### config.mk
export PLATFORM = sky130hd
export DESIGN_NAME = fifo_uart_tx
export DESIGN_NICKNAME = d
export VERILOG_FILES = /design/src/rtl/fifo_uart_tx.sv
export SDC_FILE = /design/constraint.sdc
export NUM_CORES = 1
export LEC_CHECK = 0
export ABC_CLOCK_PERIOD_IN_PS = 1900
export BUFFER_PORTS_ARGS = -buffer_cell sky130_fd_sc_hd__buf_4
export CAP_MARGIN = 20
export CORE_UTILIZATION = 50
export DETAILED_ROUTE_END_ITERATION = 10
export HOLD_SLACK_MARGIN = 0.12
export PLACE_DENSITY = 0.79
export SYNTH_ARGS = -nofsm -noshare
export SYNTH_HDL_FRONTEND = slang
export SYNTH_SLANG_ARGS = --single-unit
### constraint.sdc
create_clock -name clock -period 1.9 [get_ports clock]
set_clock_uncertainty 0.1 [all_clocks]
set_input_delay 0.095 -clock clock [delete_from_list [all_inputs] [get_ports clock]]
set_output_delay 0.095 -clock clock [all_outputs]
set_load 0.02 [all_outputs]
### src/rtl/fifo_uart_tx.sv
// fifo_uart_tx: pops bytes from a synchronous FIFO and sends each one as a UART frame
module fifo_uart_tx #(
  parameter int CLKS_PER_BIT = 868,
  parameter int PARITY_EN    = 0,
  parameter int PARITY_ODD   = 0,
  parameter int STOP_BITS    = 1
) (
  input  logic       clock,
  input  logic       rst,
  input  logic       en,
  input  logic       fifo_empty,
  input  logic [7:0] fifo_data,
  output logic       fifo_rd,
  output logic       tx,
  output logic       busy,
  output logic       frame_done
);
  localparam int CW = $clog2(CLKS_PER_BIT);
  typedef enum logic [2:0] {IDLE, FETCH, LOAD, START, DATA, PARITY, STOP} state_t;
  state_t        state_q;
  logic [CW-1:0] cnt_q;
  logic [2:0]    idx_q;
  logic [7:0]    sr_q;
  logic          par_q, tx_q, rd_q, busy_q, done_q;
  logic          bit_end, last_stop, active;
  assign bit_end   = cnt_q == CW'(CLKS_PER_BIT - 1);
  assign last_stop = idx_q == 3'(STOP_BITS - 1);
  assign active    = state_q inside {START, DATA, PARITY, STOP};
  assign fifo_rd    = rd_q;
  assign tx         = tx_q;
  assign busy       = busy_q;
  assign frame_done = done_q;
  // frame sequencer: every output is a register updated on the state transitions
  always_ff @(posedge clock) begin
    if (rst) begin
      state_q <= IDLE;
      cnt_q   <= '0;
      idx_q   <= '0;
      sr_q    <= '0;
      par_q   <= 1'b0;
      tx_q    <= 1'b1;
      rd_q    <= 1'b0;
      busy_q  <= 1'b0;
      done_q  <= 1'b0;
    end else begin
      rd_q   <= 1'b0;
      done_q <= 1'b0;
      cnt_q  <= active ? (bit_end ? '0 : cnt_q + 1'b1) : '0;
      case (state_q)
        IDLE: if (en && !fifo_empty) begin
          state_q <= FETCH;
          rd_q    <= 1'b1;
          busy_q  <= 1'b1;
        end
        FETCH: state_q <= LOAD;
        LOAD: begin
          sr_q    <= fifo_data;
          par_q   <= ^fifo_data ^ (PARITY_ODD != 0);
          idx_q   <= '0;
          tx_q    <= 1'b0;
          state_q <= START;
        end
        START: if (bit_end) begin
          tx_q    <= sr_q[0];
          sr_q    <= sr_q >> 1;
          state_q <= DATA;
        end
        DATA: if (bit_end) begin
          if (idx_q == 3'd7) begin
            idx_q   <= '0;
            tx_q    <= (PARITY_EN != 0) ? par_q : 1'b1;
            state_q <= (PARITY_EN != 0) ? PARITY : STOP;
          end else begin
            idx_q <= idx_q + 3'd1;
            tx_q  <= sr_q[0];
            sr_q  <= sr_q >> 1;
          end
        end
        PARITY: if (bit_end) begin
          tx_q    <= 1'b1;
          state_q <= STOP;
        end
        STOP: begin
          if (last_stop && cnt_q == CW'(CLKS_PER_BIT - 2)) done_q <= 1'b1;
          if (bit_end) begin
            idx_q   <= last_stop ? 3'd0 : idx_q + 3'd1;
            state_q <= last_stop ? IDLE : STOP;
            busy_q  <= !last_stop;
          end
        end
        default: state_q <= IDLE;
      endcase
    end
  end
endmodule
### Yosys cells after proc, flatten, opt, wreduce, memory -nomap -nowiden

Cells that the tools add are included.

* add/subtract/negate cells: 2
* multiply operators: 0
* divide/modulo/power cells: 0
* order comparisons: 0
* equal/unequal tests: 16
* shift operators: 0
* mux-type cells: 27
* bitwise gates (word level): 3
* reduce and logical (&&, ||, !) cells: 19

Operators by type and width (number)
* $mux W3: 11
* $mux W8: 3
* $pmux W8 S3: 1
* $pmux W3 S7: 1
* $eq A10 B10 Y1 const B: 2
* $eq A3 B3 Y1 const B: 4
* $ne A2 B2 Y1 const B: 6
* $add A10 B1 Y10 const B: 1
* $pmux W3 S3: 1
* $mux W1: 8
* $reduce_and A4 Y1: 2
* $reduce_bool A4 Y1: 2
* $eq A3 B2 Y1 const B: 2
* $logic_not A3 Y1: 2
* $reduce_and A3 Y1: 2
* $reduce_and A6 Y1: 1
* $reduce_bool A3 Y1: 2
* $pmux W1 S4: 1
* $reduce_or A2 Y1: 2
* $add A3 B1 Y3 const B: 1
* $eq A3 B1 Y1 const B: 1
* $not A1 Y1: 3
* $reduce_or A3 Y1: 1
* $logic_and A1 B1 Y1: 2
* other kinds (4): 5

* register bits after elaboration: 28
* bits in latches: 0
* RAM bits: 0
* memory bits (read-only): 0
* bits of input ports: 12
* memories kept: 0

### Logic depth before layout (Yosys ltp)

* depth after elaboration: 4
* depth in mapped cells: 7

### Worst setup path before layout

Ideal clock, no wire load.

* path type: register to register
* start point: register cnt_q[7]
* end point: register state_q[0]
* library setup time: 0.070 ns
* arrival: 1.910 ns
* data required time: 1.730 ns
* slack: -0.180 ns
* stages on the path, launching flop included: 6
* buffers on the path: 0
* period minus slack after synthesis: 2.080 ns
* path through: dfxtp_1 or4_4 nor4_4 o21ai_2 or4_1 a21oi_1

* cells in the longest elaborated chain, start to end: 3
* elaborated cells between the ends (all ways): 6

Ends and longest elaborated chain
* start: declaration: RTL line 21 `logic [CW-1:0] cnt_q;`
* start signal: assignment: RTL line 48 `cnt_q <= active ? (bit_end ? '0 : cnt_q + 1'b1) : '0;`
* $eq A10 B10 Y1 (*): RTL line 26 `assign bit_end = cnt_q == CW'(CLKS_PER_BIT - 1);`
* $ne A2 B2 Y1 (no line)
* $reduce_and A6 Y1 (no line) (*)
* end signal: assignment: RTL line 72 `state_q <= (PARITY_EN != 0) ? PARITY : STOP;`
* end signal: assignment: RTL line 87 `state_q <= last_stop ? IDLE : STOP;`
* end: declaration: RTL line 20 `state_t state_q;`

Mark *: on every way between the ends. The rest lies on a longest branch, timed or not.
A chain may end at the register's enable or synchronous reset.

### Worst setup path in the final report

Ends and elaborated chain as after synthesis.

==> metrics.md <==
| Metric | Value |
|---|---|
| Status | finished, violations left |
| Failing checks | setup timing |
| Worst min path class | input port to register |
| Hold path start | en |
| Final min period | 1990 ps |
| Bufs on Longest Clock Path | 2 |
| Post-route ant nets | 0 |
| Slowest stage delay, CP | 530 ps |
| RSZ-0062 raised after global routing | yes |
| Syn_nets | 191 |
| Synth Cell Area | 1460 um^2 |
| #FFs+latches synth | 28 |
| Final GP Congestion | 0.812 |
| Routed WL | 3660 um |
| Post-synth top cells | dfxtp_1 (28), nor2_1 (22), nand2_1 (14), a211oi_1 (9), a21oi_1 (9) |
| Area grow syn2layout | 33.7% |
| Antenna diodes | 0 |
| First-pass detailed-route iteration total | 4 |
| Nets | 238 |
| Area of the die | 3150 um^2 |
| CTS tree | built |
| Vias in the first global route | 1,303 |
| Max stage delay cell, worst path | or4_4 |
| IO Port Bufs | 15 |
| Clk sink count | 28 |
| Actual slew at the worst max-slew pin | 614 ps |
| Worst skew pair latency | 330 ps |
| LEAKAGE | 0.000798 uW |
| Largest delay contributor family on the critical path | simple AND/OR/NAND/NOR gates |
| Share of layout cells above drive strength 1 | 0.267 |
| WHS Endpoint | busy |
| Worst Path Buf+Inv | 1 |
| Core area | 2760 um^2 |
| Initial drt markers | 60 |
| Tot Pwr | 1510 uW |
| Cell count after synthesis | 171 |
| Pins Over Slew Limit | 0 |
| Antenna violations before repair | 0 |
| Detailed-route via count | 1,428 |
| Synthesis warning total | 0 |
| Placed cell area | 1700 um^2 |
| Chip height | 56.1 um |
| Critical Path Sink Type | register |
| Gr usage total | 0.218 |
| Register-to-Register Path Depth | 6 |
| Setup CP Type | register to register |
| First-pass GRT wire length | 5420 um |
| Maximum Capacitance Violations | 0 |
| Fmax | 503 MHz |
| Post-Syn Area per Cell | 8.55 um^2 |
| Final Core Density | 0.709 |
| Die width | 56.1 um |
| Vias per cell | 5.76 |
| Yosys top cell area share | 0.383 |
| Worst path depth | 6 |
| Startpoint Class | register |
| Count of final setup violators | 7 |
| H-tree depth | 1 |
| Pwr/cell area | 773 nW/um^2 |
| Worst Slack Setup Final | -89.2 ps |
| Starting Density | 0.530 |
| DR DRC count | 0 |
| Slew margin rel. | 0.591 |
| Hpwl dp | 2290 um |
| Clock buffer count from CTS | 3 |
| Share of flip-flops with an asynchronous set or reset | 0 |
| Worst hold slack | 339 ps |
| # fillers | 203 |
| Largest net degree at the start of global routing | 22 |
| CP Cell Sequence | or4_4 > nor4_4 > buf_4 > o21ai_4 > or4_1 > a21oi_1 |
| Final std cell area, no fill | 1960 um^2 |
| # rows | 19 |
| Clk slew on worst S/H paths | 150 ps |
| Reg2reg end | state_q[0] |
| Sequential-to-total area share from yosys stat | 0.383 |
| Worst r2r src | cnt_q[7] |
| Crit path DAT | 2160 ps |
| Setup slack, reg-to-reg | -90 ps |
| WL/cell | 14.8 um |
| Hold Fails Final Rpt | 0 |
| Distinct cell type count after synthesis | 37 |
| Crit-path max FO | 4 |
| Top-count cell post-synth | dfxtp_1 |
| Maximum VDD drop | 563 uV |
| Predominant post-synthesis flop cell | dfxtp_1 |
| GRT Residual Overflow | 0 |
| Hold depth | 5 |
| Number of enable flip-flop cells after synthesis | 0 |
| Worst endpoint required time | 2080 ps |
| Final period utilization | 1.05 |
| Top cells by area, synth | dfxtp_1 (38%), ha_1 (6.8%), nor2_1 (5.6%) |
| Largest area contributor in the netlist | dfxtp_1 |
| CTS Root Cell | clkbuf_4 |
| Boundary Pins | 16 |
[per-layer routing]
layer	part of all wire	up-vias	GRT usage
li1	-	701	-
met1	0.42	663	0.251
met2	0.51	52	0.381
met3	0.047	12	0.0349
met4	0.019	0	0.118
met5	0	-	0
[kinds of logic (layout without fill, tap and decap cells)]
group / after synthesis / after routing / synth area share
flip-flops: 28 / 28 / 0.383
XOR/XNOR: 8 / 8 / 0.0479
AND/OR/NAND/NOR: 74 / 74 / 0.269
multiplexers: 8 / 8 / 0.0547
adder cells (fa/ha/maj): 8 / 8 / 0.0684
buffers and inverters: 14 / 59 / 0.0411
AO/OA/AOI/OAI: 31 / 32 / 0.135
[where the power goes]
| group | leakage, uW | switching, uW | total [uW] | internal, uW |
|---|---|---|---|---|
| combinational | 0.000550 | 286 | 533 | 247 |
| sequential | 0.000227 | 51.9 | 681 | 629 |
| clock | 0.0000210 | 181 | 298 | 117 |
| total | 0.000798 | 519 | 1510 | 994 |
[flip-flops by register name, summed over array words and instances, names as in the netlist]
| name | count |
|---|---|
| idx_q | 3 |
| frame_done | 1 |
| busy | 1 |
| state_q | 3 |
| sr_q | 8 |
| cnt_q | 10 |
| fifo_rd | 1 |
| tx | 1 |
[tightest hold or removal path: stages]
cell,delay (ps)
buf_4,100
or3b_2,200
nor3_1,60
a211oi_1,210
nor3_1,70
[layout make-up]
cell class | instances | area [um^2] | area share
repair buffers | 48 | 388 | 0.198
well taps | 31 | 38.8 | 0.0198
flip-flops and latches | 28 | 562 | 0.287
clock buffers | 4 | 36.3 | 0.0186
inverters | 7 | 26.3 | 0.0134
multi-input cells | 130 | 905 | 0.463
[cell usage in the layout, fill, tap and decap left out, types with 6 or more instances in the layout]
cell	Yosys	routed
buf_4	1	37
mux2i_1	8	8
inv_1	7	7
a211oi_1	9	9
nand2_1	14	13
dlygate4sd3_1	0	11
nand3_1	7	6
dfxtp_1	28	27
a21oi_1	9	6
ha_1	8	8
nor2_1	22	21
[repair_timing]
action                                  CTS  global route
gates cloned                              0             1
hold endpoints to repair                 16             0
hold buffers                             11             0
pin swaps                                 0             7
setup buffers                             2             4
endpoints found under the setup margin   11            13
gates resized for setup                   2            12
[worst max path at each step]
| stage | slack, ps | start | to |
|---|---|---|---|
| floorplan | -100 | cnt_q[7] | state_q[0] |
| global placement | -60 | cnt_q[7] | state_q[0] |
| detailed placement | -100 | state_q[2] | sr_q[3] |
| CTS | -110 | cnt_q[7] | state_q[0] |
| global route | -150 | cnt_q[7] | state_q[0] |
| finish | -90 | cnt_q[7] | state_q[0] |
[through the flow]
step                      setup TNS, ps  worst slack (ps)  instances
final                              -234             -89.2        248
after CTS                          -564              -106        243
after global routing               -825              -149        248
after global placement            -63.2             -63.2        226
after detailed placement           -626             -95.7        226
after floorplan                    -117             -97.9        171
(Power assumes the default switching activity.)
